[src/rtl/bcd_serial_subtractor_if.sv]
// Handshake and operand/result bundle for the digit-serial BCD subtractor.
// The master drives the operands and start; the slave returns status and the result.
interface bcd_serial_subtractor_if #(
   parameter int DIGITS = 4
);
   logic                  start;
   logic [4*DIGITS-1:0]   a;
   logic [4*DIGITS-1:0]   b;
   logic                  busy;
   logic                  done;
   logic [4*DIGITS-1:0]   diff;
   logic                  neg;
   logic                  invalid;

   modport master (
      output start, a, b,
      input  busy, done, diff, neg, invalid
   );

   modport slave (
      input  start, a, b,
      output busy, done, diff, neg, invalid
   );
endinterface

[src/rtl/bcd_serial_subtractor.sv]
// Digit-serial |A - B| on packed BCD, one digit per clock. A borrow out of the
// top digit means the result is a ten's complement, so a second pass negates it.
module bcd_serial_subtractor #(
   parameter int DIGITS = 4
) (
   input logic                    clk,
   input logic                    rst_n,
   bcd_serial_subtractor_if.slave bus
);
   localparam int W  = 4 * DIGITS;
   localparam int CW = (DIGITS > 1) ? $clog2(DIGITS) : 1;
   localparam logic [CW-1:0] LAST = CW'(DIGITS - 1);

   typedef enum logic [1:0] {IDLE, RUN, FIX, DONE} state_t;

   state_t          state_reg, state_next;
   logic [W-1:0]    a_sh_reg, a_sh_next;
   logic [W-1:0]    b_sh_reg, b_sh_next;
   logic [W-1:0]    r_sh_reg, r_sh_next;
   logic [W-1:0]    diff_reg, diff_next;
   logic [CW-1:0]   cnt_reg, cnt_next;
   logic            borrow_reg, borrow_next;
   logic            inv_reg, inv_next;
   logic            busy_reg, busy_next;
   logic            done_reg, done_next;
   logic            neg_reg, neg_next;
   logic            invalid_reg, invalid_next;

   logic [2*DIGITS-1:0] nib_bad;
   logic                any_bad;
   logic [3:0]          x_dig, y_dig, res_dig;
   logic [4:0]          t;
   logic                t_neg;

   generate
      for (genvar gi = 0; gi < DIGITS; gi++) begin : g_chk
         assign nib_bad[gi]        = bus.a[4*gi +: 4] > 4'd9;
         assign nib_bad[DIGITS+gi] = bus.b[4*gi +: 4] > 4'd9;
      end
   endgenerate

   assign any_bad = |nib_bad;

   // Shared digit slice: RUN computes a_i - b_i, FIX computes 0 - r_i.
   always_comb begin
      x_dig   = (state_reg == RUN) ? a_sh_reg[3:0] : 4'd0;
      y_dig   = (state_reg == RUN) ? b_sh_reg[3:0] : r_sh_reg[3:0];
      t       = {1'b0, x_dig} - {1'b0, y_dig} - {4'd0, borrow_reg};
      t_neg   = t[4];
      res_dig = t_neg ? (t[3:0] + 4'd10) : t[3:0];
   end

   always_comb begin
      state_next   = state_reg;
      a_sh_next    = a_sh_reg;
      b_sh_next    = b_sh_reg;
      r_sh_next    = r_sh_reg;
      cnt_next     = cnt_reg;
      borrow_next  = borrow_reg;
      inv_next     = inv_reg;
      diff_next    = diff_reg;
      neg_next     = neg_reg;
      invalid_next = invalid_reg;

      case (state_reg)
         IDLE: begin
            if (bus.start) begin
               a_sh_next   = bus.a;
               b_sh_next   = bus.b;
               r_sh_next   = '0;
               cnt_next    = '0;
               borrow_next = 1'b0;
               inv_next    = any_bad;
               state_next  = RUN;
            end
         end
         RUN: begin
            if (inv_reg) begin
               state_next = DONE;
            end else begin
               a_sh_next          = a_sh_reg >> 4;
               b_sh_next          = b_sh_reg >> 4;
               r_sh_next          = r_sh_reg >> 4;
               r_sh_next[W-1 -: 4] = res_dig;
               borrow_next        = t_neg;
               cnt_next           = cnt_reg + 1'b1;
               if (cnt_reg == LAST) begin
                  cnt_next = '0;
                  if (t_neg) begin
                     borrow_next = 1'b0;
                     state_next  = FIX;
                  end else begin
                     state_next = DONE;
                  end
               end
            end
         end
         FIX: begin
            r_sh_next          = r_sh_reg >> 4;
            r_sh_next[W-1 -: 4] = res_dig;
            borrow_next        = t_neg;
            cnt_next           = cnt_reg + 1'b1;
            if (cnt_reg == LAST) begin
               cnt_next   = '0;
               state_next = DONE;
            end
         end
         DONE: begin
            state_next = IDLE;
         end
         default: begin
            state_next = IDLE;
         end
      endcase

      // Results are published on entry to DONE so they are valid alongside done.
      if (state_next == DONE) begin
         if (inv_reg) begin
            diff_next    = '0;
            neg_next     = 1'b0;
            invalid_next = 1'b1;
         end else begin
            diff_next    = r_sh_next;
            neg_next     = (state_reg == FIX);
            invalid_next = 1'b0;
         end
      end

      done_next = (state_next == DONE);
      busy_next = (state_next == FIX) || ((state_next == RUN) && !inv_next);
   end

   always_ff @(posedge clk or negedge rst_n) begin
      if (!rst_n) begin
         state_reg   <= IDLE;
         a_sh_reg    <= '0;
         b_sh_reg    <= '0;
         r_sh_reg    <= '0;
         cnt_reg     <= '0;
         borrow_reg  <= 1'b0;
         inv_reg     <= 1'b0;
         diff_reg    <= '0;
         neg_reg     <= 1'b0;
         invalid_reg <= 1'b0;
         busy_reg    <= 1'b0;
         done_reg    <= 1'b0;
      end else begin
         state_reg   <= state_next;
         a_sh_reg    <= a_sh_next;
         b_sh_reg    <= b_sh_next;
         r_sh_reg    <= r_sh_next;
         cnt_reg     <= cnt_next;
         borrow_reg  <= borrow_next;
         inv_reg     <= inv_next;
         diff_reg    <= diff_next;
         neg_reg     <= neg_next;
         invalid_reg <= invalid_next;
         busy_reg    <= busy_next;
         done_reg    <= done_next;
      end
   end

   assign bus.busy    = busy_reg;
   assign bus.done    = done_reg;
   assign bus.diff    = diff_reg;
   assign bus.neg     = neg_reg;
   assign bus.invalid = invalid_reg;

endmodule

[src/flat_wrapper.sv]
// flat-port wrapper written by rule: the top's interface ports become plain ports
module bcd_serial_subtractor_flat 
#(
   parameter int DIGITS = 4
)
  (clk, rst_n, bus_start, bus_a, bus_b, bus_busy, bus_done, bus_diff, bus_neg, bus_invalid);
  bcd_serial_subtractor_if #(.DIGITS(DIGITS)) bus_i ();
  input logic clk;
  input logic rst_n;
  input wire logic [$bits(bus_i.start)-1:0] bus_start;
  input wire logic [$bits(bus_i.a)-1:0] bus_a;
  input wire logic [$bits(bus_i.b)-1:0] bus_b;
  output wire logic [$bits(bus_i.busy)-1:0] bus_busy;
  output wire logic [$bits(bus_i.done)-1:0] bus_done;
  output wire logic [$bits(bus_i.diff)-1:0] bus_diff;
  output wire logic [$bits(bus_i.neg)-1:0] bus_neg;
  output wire logic [$bits(bus_i.invalid)-1:0] bus_invalid;
  assign bus_i.start = bus_start;
  assign bus_i.a = bus_a;
  assign bus_i.b = bus_b;
  assign bus_busy = bus_i.busy;
  assign bus_done = bus_i.done;
  assign bus_diff = bus_i.diff;
  assign bus_neg = bus_i.neg;
  assign bus_invalid = bus_i.invalid;
  bcd_serial_subtractor #(.DIGITS(DIGITS)) u_core (.clk(clk), .rst_n(rst_n), .bus(bus_i));
endmodule
[config.mk]
export PLATFORM = sky130hd
export DESIGN_NAME = bcd_serial_subtractor_flat
export DESIGN_NICKNAME = d
export VERILOG_FILES = /design/src/rtl/bcd_serial_subtractor_if.sv /design/src/rtl/bcd_serial_subtractor.sv /design/src/flat_wrapper.sv
export SDC_FILE = /design/constraint.sdc
export NUM_CORES = 1
export LEC_CHECK = 0
export BUFFER_PORTS_ARGS = -buffer_cell sky130_fd_sc_hd__buf_4
export CORE_MARGIN = 2
export CORE_UTILIZATION = 48
export DETAILED_ROUTE_END_ITERATION = 10
export PLACE_DENSITY_LB_ADDON = 0.25
export SLEW_MARGIN = 20
export SYNTH_ARGS = -nofsm -noshare
export SYNTH_HDL_FRONTEND = slang
export SYNTH_SLANG_ARGS = --single-unit
[constraint.sdc]
create_clock -name clk -period 10.7 [get_ports clk]
set_clock_uncertainty 0.05 [all_clocks]
set_input_delay 2.14 -clock clk [delete_from_list [all_inputs] [get_ports clk]]
set_output_delay 2.14 -clock clk [all_outputs]
set_load 0.005 [all_outputs]
Word level (Yosys, flattened, before mapping)
Cells that the tools add are included.

Memories kept: 0. Bits in writable memories: 0. Input bits: 35. ROM bits: 0. Bits in registers: 74. Latch bits: 0. Word-level logic and storage cells: 73.

Shift-type cells: 0. Bitwise gates (word level): 0. Equality and inequality tests: 9. Magnitude comparators: 8. Mux-type cells: 31. Multipliers: 0. Reductions and logical operators: 9. Add/subtract/negate cells: 4. Divide/modulo/power cells: 0.

Operators with widths (count): 2-to-1 mux 16 bit (7); one-hot mux 16 bit (2 select lines) (2); one-hot mux 16 bit (3 select lines) (1); > comparator 4 bit (second input constant) (8); 2-to-1 mux 2 bit (7); 2-to-1 mux 4 bit (3); == test 2 bit (second input constant) (5); 2-to-1 mux 1 bit (8); one-hot mux 2 bit (4 select lines) (1); OR reduction 8 bit (1); one-hot mux 2 bit (3 select lines) (1); AND reduction 3 bit (2); subtractor 4 x 4 -> 5 bit (1); subtractor 5 x 1 -> 5 bit (1); adder 4 bit (second input constant) (1); == test 2 x 1 -> 1 bit (second input constant) (2); inequality test 2 bit (second input constant) (2); one-hot mux 1 bit (3 select lines) (1); nonzero test 3 bit (1); adder 2 x 1 -> 2 bit (second input constant) (1); zero test 2 bit (1); nonzero test 2 bit (1); logical AND 1 bit (1); zero test 1 bit (1); logical OR 1 bit (1).

Logic depth before layout (Yosys ltp)
Gate-level depths: netlist of the first run.

Depth after elaboration: 11. Gate-level depth with buffers: 15. Depth with buffers taken out: 12.

Worst setup path after synthesis of the first run
No wires, ideal clock.

Kind: register -> register. Start: register u_core.state_reg[1]. End: register u_core.diff_reg[11] (netlist: u_core.bus.diff[11]). Slack: 7.171 ns. Cell stages (with the launch flop): 16. Clock period less this slack: 3.529 ns. Arrival time: 3.360 ns. Path through: dfrtp_1 > inv_1 > ha_1 > buf_2 > buf_2 > mux2_2 > fa_1 > inv_1 > fa_1 > nand2b_1 > a211oi_1 > nor3_2 > o221ai_4 > buf_6 > and2_1 > a31o_1.

Cells in the longest elaborated chain, start to end: 9. Elaborated cells between the ends (all ways): 17. Those cells by class: 2 x add/sub; 4 x eq/ne; 10 x mux; 1 x reduce/logical.

Ends and longest elaborated chain: start, declared (line bcd_serial_subtractor.sv:16) `state_t state_reg, state_next;`; start signal, assigned (line bcd_serial_subtractor.sv:148) `state_reg <= state_next;`; == test 2 x 1 -> 1 bit (line bcd_serial_subtractor.sv:46, bcd_serial_subtractor.sv:47, bcd_serial_subtractor.sv:65); 2-to-1 mux 4 bit, on equally long branches (line bcd_serial_subtractor.sv:46, bcd_serial_subtractor.sv:47); subtractor 4 x 4 -> 5 bit (line bcd_serial_subtractor.sv:48) `t = {1'b0, x_dig} - {1'b0, y_dig} - {4'd0, borrow_reg};`; subtractor 5 x 1 -> 5 bit (line bcd_serial_subtractor.sv:48); 2-to-1 mux 1 bit (line bcd_serial_subtractor.sv:89) `if (t_neg) begin`; 2-to-1 mux 2 bit (line bcd_serial_subtractor.sv:87) `if (cnt_reg == LAST) begin`; 2-to-1 mux 2 bit (line bcd_serial_subtractor.sv:78) `if (inv_reg) begin`; one-hot mux 2 bit (4 select lines) (line bcd_serial_subtractor.sv:65) `case (state_reg)`; == test 2 bit (line bcd_serial_subtractor.sv:117) `if (state_next == DONE) begin`; end signal, assigned (line bcd_serial_subtractor.sv:155) `diff_reg <= diff_next;`; end, declared (line bcd_serial_subtractor.sv:20) `logic [W-1:0] diff_reg, diff_next;`.

Parallel ways exist; a longest one is shown, timed or not. A chain may end at the register's enable or synchronous reset.

Worst setup path after layout of the first run
Start: register u_core.state_reg[1]. End: register u_core.diff_reg[0] (netlist: u_core.bus.diff[0]).

The elaborated chain is that of the path after synthesis.

==> impl_metrics.py, run 1 <==
metrics = {
    "setup_path": {
        "cp_num_buf_inv": 3,
        "worst_path_max_delay_cell": "ha_2",
        "crit_start": "u_core.state_reg[1]$_DFF_PN0_",
        "r2r-start": "u_core.state_reg[1]$_DFF_PN0_",
        "cp-end-kind": "flop",
        "cp.arrival_ns": 4.21,
        "crit_required_ns": 10.88,
        "max_stage_delay_ns": 0.57,
        "critPathMaxFanout": 22,
        "path_delay_family": "compound AO/OA/AOI/OAI gates",
        "startpoint_type": "flop",
        "path_class": "reg -> reg",
        "cp_cell_sequence": "inv_1 -> ha_2 -> mux2_2 -> fa_1 -> inv_1 -> fa_1 -> nand2b_1 -> a211oi_1 -> nor3_2 -> o221ai_4 -> inv_2 -> a31o_2",
    },
    "power_and_ir_drop": {
        "peakVddDrop_mv": 0.159,
        "pwr_density_cell_nw_per_um2": 289,
        "p_leak_nw": 2.02,
        "total_power_mw": 1.22,
    },
    "clock_tree": {
        "htree_levels": 3,
        "cts_setup_buffers": 0,
        "postCtsHoldBufs": 0,
        "cts.clk_slew.worst_paths_ns": 0.08,
        "cts_root_buf": "clkbuf_8",
        "post_cts_resized": 0,
        "clock_path_buffers": 2,
        "numCtsBuffers": 9,
        "clock_sinks": 74,
        "clk_latency_ns": 0.35,
        "tritoncts": "done",
    },
    "final_layout": {
        "post_route_cells_drive_above_1_share": 0.226,
        "syn2layout_area_growth_pct": 18.8,
        "nets": 414,
        "antennaDiodeCount": 0,
    },
    "route": {
        "wl_per_cell_um": 15.0,
        "drt-vias-per-instance": 5.37,
        "totalWireLength_um": 7070,
        "postRouteAntennaNets": 0,
        "dr.pass1.iters": 4,
        "num_vias": 2524,
        "drtIter0Drc": 151,
        "drc": 0,
    },
    "sta": {
        "setup_viol": 0,
        "fin_crit_sh": 0.376,
        "finalHoldViolations": 0,
        "rsz0062_at_grt": "false",
        "period_needed_ns": 4.03,
        "setup_tns_ns": 0,
        "max_slew_margin": 0.377,
        "fmax_mhz": 248,
        "final_max_slew_viol_count": 0,
        "worst_pin_slew_ns": 0.934,
    },
    "synth": {
        "synth_compound_area_frac": 0.191,
        "postSynthCellCount": 316,
        "ys_ff_latch": 74,
        "synthAdderAreaFrac": 0.0501,
        "synthTopCellsByArea": "dfrtp_1, mux2i_1, a22o_1, o21ai_0, nand2_1",
        "synth_area_um2": 3540,
        "synth_top_family_by_area": "compound AO/OA/AOI/OAI gates",
        "yosysUniqueCellTypes": 40,
        "synth-simple-area-share": 0.102,
        "ys_async_sr_fraction": 1.00,
        "synth.area.mux_share": 0.0858,
        "synth_ff_type": "dfrtp_1",
        "avgSynthCellArea_um2": 11.2,
        "synth_top_area_cell": "dfrtp_1",
        "ys_warn_count": 0,
        "synth_edf_count": 0,
        "seq_area_frac_synth": 0.523,
        "synth_top_area_frac": 0.523,
        "syn_nets": 364,
        "synth_xor_area_frac": 0.00989,
    },
    "floorplanning": {
        "num_rows": 31,
        "dieArea_um2": 8090,
        "io_pins": 55,
        "coreArea_um2": 7210,
        "die_width_um": 89.9,
        "start_util": 0.491,
        "die_y_um": 89.9,
    },
    "placed_design": {
        "port_buffers": 54,
        "dp_hpwl_um": 4860,
        "gp_congestion": 0.743,
    },
    "flow_run": {
        "cap_violations": 0,
    },
    "global_route": {
        "grt_pass1_vias": 2599,
        "track_usage": 0.192,
        "grt_pass1_wl_um": 12500,
        "grt_max_degree": 75,
        "antenna_found_initial": 0,
        "grt.overflow.total": 0,
    },
    "worst_hold_path": {
        "worstHoldStart": "u_core.b_sh_reg[4]$_DFFE_PN0P_",
        "min_path_type": "reg -> reg",
    },
    "run_status": {
        "run_status": "complete, no violations",
    },
}
synthesized netlist by cell type (2+ instances only):
cell type and number:
a31o_1 13, mux2_2 3, nor2_1 6, clkbuf_1 4
o31ai_1 2, mux2i_1 27, and2_1 14, nand2b_1 4
ha_1 11, nor3_1 2, buf_6 4, xor2_1 3
a21o_1 2, and2_0 2, dfrtp_1 74, a21oi_1 4
a22o_1 23, fa_1 2, buf_2 8, nand4_1 2
inv_1 7, o21ai_0 40, nand2_1 42
worst min-delay path, delay by kind of cell (launching register included):
family | cells | cell delay, ns
AO/OA/AOI/OAI | 1 | 0.06
flip-flops | 1 | 0.35
AND/OR/NAND/NOR | 1 | 0.04
worst paths after layout:
path | depth (start not counted) | slack [ns] | end
worst max register to register | 12 | 6.67 | u_core.bus.diff[0]$_DFFE_PN0P_
worst max-delay path | 12 | 6.67 | u_core.bus.diff[0]$_DFFE_PN0P_
worst min register to register | 2 | 0.43 | u_core.b_sh_reg[4]$_DFFE_PN0P_
max in group asynchronous | 1 | 8.11 | u_core.bus.diff[0]$_DFFE_PN0P_
min in group asynchronous | 1 | 1.85 | u_core.bus.neg$_DFFE_PN0P_
worst min-delay path | 2 | 0.43 | u_core.b_sh_reg[4]$_DFFE_PN0P_
routing by layer:
layer,vias to the layer above,track usage,routed length (um)
met3,9,0.0444,377
met1,1221,0.254,3140
met4,0,0.0692,131
met2,67,0.312,3420
met5,-,0,0
li1,1227,-,-
area by class of cell:
cell class,instances,area (um2)
inverters,9,33.8
well taps,99,124
clock inverters,6,65.1
clock buffers,10,128
repair buffers,56,440
fillers,651,3000
flip-flops and latches,74,1850
multi-input cells,216,1570
power by group:
group          leakage, nW  switching (mW)  internal (mW)
Sequential           0.977          0.0475          0.364
Clock               0.0966           0.108          0.108
Combinational        0.946           0.348          0.241
Total                 2.02           0.504          0.713
kinds of logic after synthesis:
group	after synthesis
AND/OR/NAND/NOR	76
buffers and inverters	26
multiplexers	30
XOR/XNOR	4
adder cells (fa/ha/maj)	13
AO/OA/AOI/OAI	93
flip-flops	74
layout by cell type (no fill, tap or decap), types with 3 or more instances in the layout:
master / count
a21oi_1: 4
a22o_1: 23
a31o_1: 13
and2_1: 14
buf_4: 55
clkbuf_8: 9
dfrtp_1: 74
ha_1: 10
inv_1: 7
mux2_2: 3
mux2i_1: 27
nand2_1: 42
nand2b_1: 4
nor2_1: 6
o21ai_0: 39
xor2_1: 3
through the flow:
stage	utilization	hold WS [ns]	std cells	instance area (um2)	setup WS, ns
finish	0.584	0.433	470	4210	6.67
detailed placement	0.553	0.420	453	3990	6.65
CTS	0.580	0.439	469	4180	6.63
floorplan	-	0.392	316	3540	7.17
global placement	0.553	0.409	453	3990	6.70
global route	0.584	0.473	470	4210	6.31
Note: power is estimated with default switching activity, not from simulation.
==> run 2, diff against run 1 <==
--- a/config.mk
+++ b/config.mk
@@ -5,6 +5,7 @@
 export SDC_FILE = /design/constraint.sdc
 export NUM_CORES = 1
 export LEC_CHECK = 0
+export ABC_AREA = 1
 export BUFFER_PORTS_ARGS = -buffer_cell sky130_fd_sc_hd__buf_4
 export CORE_MARGIN = 2
 export CORE_UTILIZATION = 48
==> constraint.sdc (replaced) <==
create_clock -name clk -period 4.2 [get_ports clk]
set_clock_uncertainty 0.05 [all_clocks]
set_input_delay 0.84 -clock clk [delete_from_list [all_inputs] [get_ports clk]]
set_output_delay 0.84 -clock clk [all_outputs]
set_load 0.005 [all_outputs]
==> run 2 against run 1 <==
- via count grew 17%
- critical path depth grew 4
- critical path type unchanged
- area after synthesis grew 1.8%
- global-route usage grew 0.54 points
==> impl_metrics.py, run 2 <==
metrics = {
    "floorplanning": {
        "coreArea_um2": 7250,
        "start_util": 0.497,
        "die_width_um": 90.7,
        "num_rows": 31,
        "dieArea_um2": 8230,
        "io_pins": 55,
        "die_y_um": 90.7,
    },
    "sta": {
        "fin_hold_ws_ns": 0.429,
        "final_max_slew_viol_count": 0,
        "period_needed_ns": 3.54,
        "fmax_mhz": 282,
        "fin_ws_ns": 0.657,
        "max_slew_margin": 0.383,
        "worst_pin_slew_ns": 0.925,
        "finalHoldViolations": 0,
        "fin_crit_sh": 0.844,
        "setup_tns_ns": 0,
        "setup_viol": 0,
        "rsz0062_at_grt": "false",
    },
    "global_route": {
        "grt_max_degree": 75,
        "antenna_found_initial": 0,
        "grt.overflow.total": 0,
        "track_usage": 0.197,
        "grt_pass1_vias": 2936,
        "grt_pass1_wl_um": 13200,
    },
    "run_status": {
        "run_status": "complete, no violations",
    },
    "route": {
        "totalWireLength_um": 7660,
        "dr.pass1.iters": 4,
        "drtIter0Drc": 148,
        "postRouteAntennaNets": 0,
        "wl_per_cell_um": 12.9,
        "num_vias": 2965,
        "drt-vias-per-instance": 5.00,
        "drc": 0,
    },
    "worst_hold_path": {
        "min_path_type": "reg -> reg",
    },
    "final_layout": {
        "regArea_um2": 1850,
        "final_common_cell": "nand2_1",
        "nets": 537,
        "final_cell_mix": "nand2_1, dfrtp_1, buf_4",
        "multi_input_area_um2": 1490,
        "syn2layout_area_growth_pct": 19.3,
        "n_fill_cell": 654,
        "antennaDiodeCount": 0,
        "final_cell_count_no_fill": 593,
        "post_route_cells_drive_above_1_share": 0.170,
    },
    "synth": {
        "synthTopCellsByCount": "nand2_1, dfrtp_1, inv_1, nor2_1, o21ai_0",
        "ys_warn_count": 0,
        "seq_area_frac_synth": 0.513,
        "synth.area.mux_share": 0.00277,
        "synth_top_area_frac": 0.513,
        "syn_nets": 485,
        "ys_async_sr_fraction": 1.00,
        "synth_xor_area_frac": 0,
        "synth-simple-area-share": 0.243,
        "yosysMostFrequentCell": "nand2_1",
        "avgSynthCellArea_um2": 8.26,
        "synth_top_area_cell": "dfrtp_1",
        "synth_edf_count": 0,
        "postSynthCellCount": 437,
        "ys_ff_latch": 74,
        "synth_top_family_by_area": "simple AND/OR/NAND/NOR gates",
        "synthTopCellsByArea": "dfrtp_1, nand2_1, inv_1, o21ai_0, o31ai_1",
        "yosysUniqueCellTypes": 28,
        "synthAdderAreaFrac": 0.0492,
        "synth_ff_type": "dfrtp_1",
        "synth_compound_area_frac": 0.117,
        "synth_area_um2": 3610,
    },
    "power_and_ir_drop": {
        "total_power_mw": 3.22,
        "pwr_density_cell_nw_per_um2": 749,
        "peakVddDrop_mv": 0.363,
        "p_leak_nw": 2.29,
    },
    "setup_path": {
        "cp-end-kind": "flop",
        "crit_required_ns": 4.43,
        "path_class": "reg -> reg",
        "cp.arrival_ns": 3.77,
        "critPathMaxFanout": 21,
        "startpoint_type": "flop",
    },
    "clock_tree": {
        "htree_levels": 3,
        "post_cts_resized": 0,
        "cts_setup_buffers": 0,
        "clock_sinks": 74,
        "clk_latency_ns": 0.34,
        "tritoncts": "done",
        "numCtsBuffers": 9,
        "postCtsHoldBufs": 0,
        "cts_root_buf": "clkbuf_8",
        "cts.clk_slew.worst_paths_ns": 0.08,
        "clock_path_buffers": 2,
    },
    "flow_run": {
        "cap_violations": 0,
    },
    "placed_design": {
        "pre_cts_slack_ns": 0.644,
        "port_buffers": 54,
        "gp_congestion": 0.811,
        "dp_hpwl_um": 5400,
        "dp.cells": 577,
    },
}
[run 2: cell count changes after synthesis, moves of 5 or more]
cell	previous run	this run
a22o_1	23	0
a31o_1	13	0
and2_1	14	0
clkbuf_1	4	9
inv_1	7	48
mux2i_1	27	1
nand2_1	42	135
nand3_1	0	22
nor2_1	6	41
o21ai_0	40	32
o22ai_1	0	9
o31ai_1	2	21
[run 2: logic make-up (layout without fill, tap and decap cells)]
| family | count (synthesis) | after routing |
|---|---|---|
| adder cells (fa/ha/maj) | 13 | 13 |
| buffers and inverters | 68 | 125 |
| AND/OR/NAND/NOR | 211 | 211 |
| AO/OA/AOI/OAI | 70 | 70 |
| multiplexers | 1 | 1 |
| flip-flops | 74 | 74 |
[run 2: area by class of cell]
class                           count  share of cell area
Clock buffer                       12              0.0384
Clock inverter                      4              0.0113
Inverter                           51              0.0445
Multi-Input combinational cell    295               0.346
Sequential cell                    74               0.430
Tap cell                           99              0.0288
Timing Repair Buffer               58               0.101
[run 2: power by group]
part | total [mW] | internal (mW) | switching (mW)
logic | 1.62 | 0.550 | 1.07
clock network | 0.574 | 0.322 | 0.252
registers | 1.03 | 0.925 | 0.109
total | 3.22 | 1.80 | 1.43
[run 2: stage by stage]
step                 util  cell area (um2)
floorplan               -             3610
global placement    0.564             4090
detailed placement  0.564             4090
CTS                 0.593             4300
global route        0.593             4300
finish              0.593             4300
[run 2: worst max-delay path: stages, from the launching register on]
cell and delay, ns:
dfrtp_1 0.44, inv_1 0.10, ha_1 0.48, buf_4 0.30
o21ai_0 0.12, ha_1 0.29, inv_1 0.04, ha_1 0.31
nand2_1 0.12, nand2_1 0.08, nand2_1 0.12, nand3_1 0.08
nand2_1 0.14, nand3_4 0.24, nor2_4 0.39, nand2_1 0.10
nand2_1 0.08
[run 2: worst paths after layout]
kind,slack (ns),endpoint,startpoint,cells past startpoint
worst max-delay path,0.66,u_core.bus.diff[12]$_DFFE_PN0P_,u_core.state_reg[1]$_DFF_PN0_,16
worst min-delay path,0.43,u_core.a_sh_reg[12]$_DFFE_PN0P_,u_core.a_sh_reg[12]$_DFFE_PN0P_,2
worst max register to register,0.66,u_core.bus.diff[12]$_DFFE_PN0P_,u_core.state_reg[1]$_DFF_PN0_,16
worst min register to register,0.43,u_core.a_sh_reg[12]$_DFFE_PN0P_,u_core.a_sh_reg[12]$_DFFE_PN0P_,2
max in group asynchronous,2.92,u_core.a_sh_reg[5]$_DFFE_PN0P_,rst_n,1
min in group asynchronous,0.59,u_core.r_sh_reg[6]$_DFF_PN0_,rst_n,1
[run 2: metal layers]
metal  GRT usage  routed length, um  up-vias
met4      0.0667                129        0
li1            -                  -     1506
met5           0                  0        -
met1       0.262               3540     1381
met2       0.323               3660       67
met3      0.0409                331       11
